==> src/rtl/dtc_apb_master.sv <==
// Purpose: converts a single valid/ready register command into an APB setup/access transfer and returns read data or a timeout error.
// Latency: 3 cycles from command acceptance to rsp_valid with no wait states, plus one cycle per pready=0 ACCESS cycle.
// Backpressure: one transfer outstanding; cmd_ready is low until the response has been consumed with rsp_ready.
module dtc_apb_master #(
    parameter int unsigned APB_AWIDTH = 32,
    parameter int unsigned APB_DWIDTH = 32,
    parameter int unsigned TIMEOUT    = 256
) (
    input  logic                  clk,
    input  logic                  rst,

    input  logic                  cmd_valid,
    output logic                  cmd_ready,
    input  logic                  cmd_write,
    input  logic [APB_AWIDTH-1:0] cmd_addr,
    input  logic [APB_DWIDTH-1:0] cmd_wdata,

    output logic                  rsp_valid,
    input  logic                  rsp_ready,
    output logic [APB_DWIDTH-1:0] rsp_rdata,
    output logic                  rsp_err,

    output logic                  psel,
    output logic                  penable,
    output logic                  pwrite,
    output logic [APB_AWIDTH-1:0] paddr,
    output logic [APB_DWIDTH-1:0] pwdata,
    input  logic                  pready,
    input  logic [APB_DWIDTH-1:0] prdata
);

    typedef enum logic [1:0] {
        IDLE   = 2'd0,
        SETUP  = 2'd1,
        ACCESS = 2'd2,
        RESP   = 2'd3
    } state_t;

    // A zero TIMEOUT disables the abort path; the counter then simply wraps.
    localparam bit          TMO_EN   = (TIMEOUT != 0);
    localparam logic [15:0] TMO_LAST = 16'(TIMEOUT - 1);

    state_t                r_state;
    state_t                w_next_state;

    logic                  r_write;
    logic [APB_AWIDTH-1:0] r_addr;
    logic [APB_DWIDTH-1:0] r_wdata;
    logic [15:0]           r_wait_cnt;
    logic [APB_DWIDTH-1:0] r_rsp_rdata;
    logic                  r_rsp_err;

    logic                  w_accept;
    logic                  w_tmo_hit;
    logic                  w_bus_active;

    assign w_accept     = (r_state == IDLE) && cmd_valid;
    assign w_bus_active = (r_state == SETUP) || (r_state == ACCESS);
    // Abort only when the completer is still stalling in the last allowed cycle.
    assign w_tmo_hit    = TMO_EN && (r_state == ACCESS) && !pready && (r_wait_cnt == TMO_LAST);

    // State register; reset drops any in-flight transfer without a response.
    always_ff @(posedge clk or posedge rst) begin
        if (rst) begin
            r_state <= IDLE;
        end else begin
            r_state <= w_next_state;
        end
    end

    // Next-state decode for the four-phase transfer sequence.
    always_comb begin
        w_next_state = r_state;
        case (r_state)
            IDLE: begin
                if (cmd_valid) begin
                    w_next_state = SETUP;
                end
            end
            SETUP: begin
                w_next_state = ACCESS;
            end
            ACCESS: begin
                if (pready || w_tmo_hit) begin
                    w_next_state = RESP;
                end
            end
            RESP: begin
                if (rsp_ready) begin
                    w_next_state = IDLE;
                end
            end
            default: begin
                w_next_state = IDLE;
            end
        endcase
    end

    // Latch the command on acceptance; cmd_* is ignored in every other state.
    always_ff @(posedge clk or posedge rst) begin
        if (rst) begin
            r_write <= 1'b0;
            r_addr  <= '0;
            r_wdata <= '0;
        end else if (w_accept) begin
            r_write <= cmd_write;
            r_addr  <= cmd_addr;
            r_wdata <= cmd_wdata;
        end
    end

    // Wait-state counter: cleared on entry to SETUP, counts stalled ACCESS cycles.
    always_ff @(posedge clk or posedge rst) begin
        if (rst) begin
            r_wait_cnt <= '0;
        end else if (w_accept) begin
            r_wait_cnt <= '0;
        end else if ((r_state == ACCESS) && !pready) begin
            r_wait_cnt <= r_wait_cnt + 16'd1;
        end
    end

    // Response capture; a ready completer beats a timeout in the same cycle.
    always_ff @(posedge clk or posedge rst) begin
        if (rst) begin
            r_rsp_rdata <= '0;
            r_rsp_err   <= 1'b0;
        end else if (r_state == ACCESS) begin
            if (pready) begin
                r_rsp_rdata <= r_write ? '0 : prdata;
                r_rsp_err   <= 1'b0;
            end else if (w_tmo_hit) begin
                r_rsp_rdata <= '0;
                r_rsp_err   <= 1'b1;
            end
        end
    end

    // Handshake and APB outputs decode straight from the state register, so
    // an asynchronous reset returns every output to its idle value at once.
    assign cmd_ready = (r_state == IDLE);
    assign rsp_valid = (r_state == RESP);
    assign rsp_rdata = r_rsp_rdata;
    assign rsp_err   = r_rsp_err;

    assign psel      = w_bus_active;
    assign penable   = (r_state == ACCESS);
    assign pwrite    = w_bus_active && r_write;
    assign paddr     = w_bus_active ? r_addr : '0;
    assign pwdata    = (w_bus_active && r_write) ? r_wdata : '0;

endmodule
==> config.mk <==
export PLATFORM = sky130hd
export DESIGN_NAME = dtc_apb_master
export DESIGN_NICKNAME = d
export VERILOG_FILES = /design/src/rtl/dtc_apb_master.sv
export SDC_FILE = /design/constraint.sdc
export NUM_CORES = 1
export LEC_CHECK = 0
export BUFFER_PORTS_ARGS = -buffer_cell sky130_fd_sc_hd__buf_2
export CORE_ASPECT_RATIO = 0.75
export CORE_MARGIN = 5
export CORE_UTILIZATION = 49
export DETAILED_ROUTE_END_ITERATION = 8
export GPL_TIMING_DRIVEN = 1
export HOLD_SLACK_MARGIN = 0.08
export PLACE_DENSITY = 0.79
export SETUP_SLACK_MARGIN = 0.1
export SYNTH_ARGS = -nofsm -noshare
export SYNTH_HDL_FRONTEND = slang
export SYNTH_SLANG_ARGS = --single-unit
==> constraint.sdc <==
create_clock -name clk -period 9 [get_ports clk]
set_clock_uncertainty 0.1 [all_clocks]
set_input_delay 2.7 -clock clk [delete_from_list [all_inputs] [get_ports clk]]
set_output_delay 2.7 -clock clk [all_outputs]
set_load 0.03 [all_outputs]
== Word level (Yosys, flattened, before mapping) ==
Index checks and enable logic that the tools add are counted.

* Add/subtract/negate cells: 1
* Equal/unequal tests: 7
* Mux-type cells: 13
* Reductions and logical operators: 12

{| class="wikitable"
|+ Operators by type and width
! kind !! count
|-
| 32-bit two-way mux || 5
|-
| 16-bit two-way mux || 2
|-
| 16-bit by 1-bit adder with 16-bit output, second input constant || 1
|-
| 16-bit by 8-bit == test with 1-bit output, second input constant || 1
|-
| 2-bit case mux with 4 select lines || 1
|-
| 2-bit two-way mux || 3
|-
| 2-bit == test, second input constant || 2
|-
| 1-bit logical AND || 4
|-
| 2-bit by 1-bit != test with 1-bit output, second input constant || 2
|-
| 2-bit nonzero test || 2
|-
| 3-bit AND reduction || 1
|-
| 2-bit by 1-bit == test with 1-bit output, second input constant || 1
|-
| 2-bit zero test || 1
|-
| 1-bit logical OR || 2
|-
| 1-bit two-way mux || 2
|-
| 2-bit != test, second input constant || 1
|-
| 2-bit AND reduction || 1
|-
| 1-bit zero test || 1
|}

* Register bits: 116
* Bits of input ports: 102
* Output and inout port bits: 102
* Word-level logic and storage cells: 40

== Longest topological paths before layout ==
* Depth after elaboration: 6
* Mapped depth: 7
* Mapped depth without buffers: 6

== Worst setup path before layout ==
OpenSTA, ideal clock, no wires.

* Path type: register -> output
* From: reg r_state[0]
* To: out pwdata[24]
* Data arrival time: 1.709 ns
* Data required time: 6.200 ns
* Slack: 4.491 ns
* Stages on the path, launching flop included: 6
* Buffers on the path: 2
* Path through: dfrtp_1 -> inv_1 -> ha_1 -> clkbuf_1 -> clkbuf_1 -> and3_1

* Cells in the longest elaborated chain, start to end: 4
* Elaborated cells on any way between the ends: 5

{| class="wikitable"
|+ Ends and longest elaborated chain
! item !! line !! source
|-
| start: declaration || 43 || <nowiki>state_t r_state;</nowiki>
|-
| start signal: assignment || 67 || <nowiki>r_state <= w_next_state;</nowiki>
|-
| 2-bit by 1-bit == test with 1-bit output / 2-bit == test (equally long branches) || 58 || <nowiki>assign w_bus_active = (r_state == SETUP) || (r_state == ACCESS);</nowiki>
|-
| 1-bit logical OR (*) || 58 ||
|-
| net psel || 23 || <nowiki>output logic psel,</nowiki>
|-
| 1-bit logical AND (*) || 150 || <nowiki>assign pwdata = (w_bus_active && r_write) ? r_wdata : '0;</nowiki>
|-
| 32-bit two-way mux (*) || 150 ||
|-
| end: declaration || 27 || <nowiki>output logic [APB_DWIDTH-1:0] pwdata,</nowiki>
|}

The timed path passes the listed nets; every way through them passes the cells marked *.

== Worst setup path after layout ==
* From: reg r_state[1]
* To: out pwdata[28]

* Cells in the longest elaborated chain, start to end: 4
* Elaborated cells on any way between the ends: 5

{| class="wikitable"
|+ Ends and longest elaborated chain
! item !! line
|-
| 2-bit by 1-bit == test with 1-bit output / 2-bit == test (equally long branches) || 58
|-
| 1-bit logical OR (*) || 58
|-
| 1-bit logical AND (*) || 150
|-
| 32-bit two-way mux (*) || 150
|}

Mark *: on every way between the ends. The rest lies on a longest branch, timed or not.

==> results.tsv <==
metric	value	unit
Slowest-stage cell, CP	ha_1	
most common cell after layout, fill and taps aside	buf_2	
worst-skew pair later-pin latency	410	ps
Top FF cell, synth	dfrtp_1	
crit path launch type	flip-flop	
number of global-route vias before repair	4309	
Worst EP arrival	2370	ps
synth-to-layout area growth	34.62	%
Multi-input gate area	0.001971	sq mm
Yosys warnings	0	
syn_nets	634	
fraction of registers with async set/reset	100.0	%
GRT overflow	0	
largest net degree at the start of global routing	66	
Die W	127.1	um
nets	824	
DRT Pass-1 Iters	7	
worst slew pin tran	1180	ps
Hold Slack	364.3	ps
maximum clock path buffer count	2	
# hold bufs at CTS	0	
Crit. End Element	output pin	
CP Class	flip-flop to output pin	
syn_area_per_cell	9.543	sq um
non-filler cells, final	867	
total CTS buffers	17	
post-route setup slack	3833	ps
vias per inst	5.001	
relative slew slack	21.08	%
Pins Over Slew Limit	0	
setup bufs post-CTS	0	
RSZ-0062 raised after global routing	no	
H-Tree Depth	4	
PostCTS Resize Cnt	0	
minimum clock period	5167	ps
setup TNS	0	ps
Starting Density	49.54	%
total track usage	21.44	%
Die H	97.82	um
die area	0.01243	sq mm
crit-path max FO	48	
final WL	13100	um
number of synthesized flops with an enable pin	0	
commonest cells after routing, fill and taps aside	203 x buf_2, 202 x nand2_1, 116 x dfrtp_1	
RePlAce Congestion	0.8365	
cell area power density	422.2	mW/mm^2
Seq/Total Area, Yosys	57.61	%
Synth cell types	32	
ANT nets after route	0	
Required @ worst endpoint	6200	ps
#FFs+latches synth	116	
row count	32	
initial antenna violation count	0	
Post-route DRC	0	
max cap viols	0	
final hold vios	0	
status	finished, final reports clean	
Worst path max stage delay	590	ps
ant diodes	0	
maximum vdd ir drop	0.0002318	V
Pleak	0.003931	uW
Cells after Synth	528	
first-pass GRT wire length	21270	um
clk sinks	116	
CTS tree	done	
Clk pin slew, worst setup/hold paths	50	ps
Filler cells	794	
# IOs	204	
Register Area	0.002903	sq mm
Port-buffer cells	203	
dpl cells	835	
Core ar.	0.01017	sq mm
Fmax achieved	193.5	MHz
first-iteration detailed-routing DRC count	252	
Critical Path, Cell by Cell	inv_1 > ha_1 > buf_4 > and3_1 > buf_2	
mapped cell area	0.005039	sq mm
clock root cell	clkbuf_16	
WL per Instance	15.11	um
Setup-failing EPs final	0	
via count	4336	
period utilization	57.41	%
fraction of layout cells with a size suffix above 1	33.65	%
Setup WS pre-CTS	4302	ps
Detail Placement HPWL	8877	um
Min-Delay Path Class	flip-flop to flip-flop	
-- sequential cells by signal, summed over array words and instances (netlist names) --
name	count
r_wdata	32
rsp_rdata	32
r_wait_cnt	16
rsp_err	1
r_write	1
r_state	2
r_addr	32
-- synth_stat cells, types with 2 or more instances --
library cell	n	area share, %
buf_2	6	0.60
inv_1	5	0.37
or3_1	5	0.62
nand3_1	3	0.30
clkbuf_1	24	1.8
xor2_1	8	1.4
ha_1	4	0.99
and3_1	34	4.2
and4_1	3	0.52
o21ai_0	5	0.50
xnor2_1	2	0.35
dfrtp_1	116	58
a21oi_1	5	0.50
nand4_1	7	0.87
a22o_1	32	5.6
nor2_1	11	0.82
and2_1	36	4.5
nor2b_1	2	0.25
nand2_1	203	15
buf_1	5	0.37
-- cells by family after synthesis --
| kind of cell | synth area share [%] |
|---|---|
| AOI/OAI and AO/OA | 7.648 |
| xor gates and xnor gates | 1.738 |
| muxes | 0.4221 |
| adders and majority gates | 0.9933 |
| buffers and inverters | 3.353 |
| DFF | 57.61 |
| and+or+nand+nor | 28.23 |
-- routing by layer --
layer | track usage, % | wire length [um] | up-vias
met3 | 7.709 | 1273 | 16
met2 | 32.03 | 5923 | 185
li1 | - | - | 2112
met1 | 28.71 | 5725 | 2023
met5 | 0 | 0 | -
met4 | 8.409 | 179 | 0
-- worst max-delay path: cells and delay by family, from the launching register on --
family	cells	cell delay [ps]
buf+inv	3	730
flops	1	390
fa+ha+maj	1	590
simple gates	1	230
-- worst paths after layout --
path / cells past startpoint / startpoint / slack (ps) / end
min in group asynchronous: 2 / rst / 2310 / rsp_rdata[26]
setup / recovery: 5 / r_state[1] / 3830 / pwdata[28]
hold reg to reg: 2 / r_addr[29] / 360 / r_addr[29]
max in group asynchronous: 3 / rst / 5260 / r_wait_cnt[12]
setup reg to reg: 6 / r_state[0] / 6530 / r_wait_cnt[13]
hold / removal: 2 / r_addr[29] / 360 / r_addr[29]
-- area by class of cell --
class	instances	share of cell area [%]
tap	136	2.509
clock inverter	14	3.431
multi-input combinational	371	29.05
sequential	116	42.80
timing repair buffer	207	15.42
inverter	5	0.3136
clock buffer	18	6.475
-- per-stage QoR --
step / area (sq um) / total power [uW] / utilization [%]
floorplan: 5039 / 1748 / -
global placement: 6111 / 2079 / 60.09
detailed placement: 6111 / 2110 / 60.09
CTS: 6783 / 2884 / 66.70
global route: 6783 / 3028 / 66.70
finish: 6783 / 2863 / 66.70
-- where the power goes --
part	switching [uW]	leakage (uW)	internal, uW
sequential	135	0.00148	743
clock	232	0.000326	525
combinational	847	0.00213	382
total	1210	0.00393	1650
(Power assumes the default switching activity.)
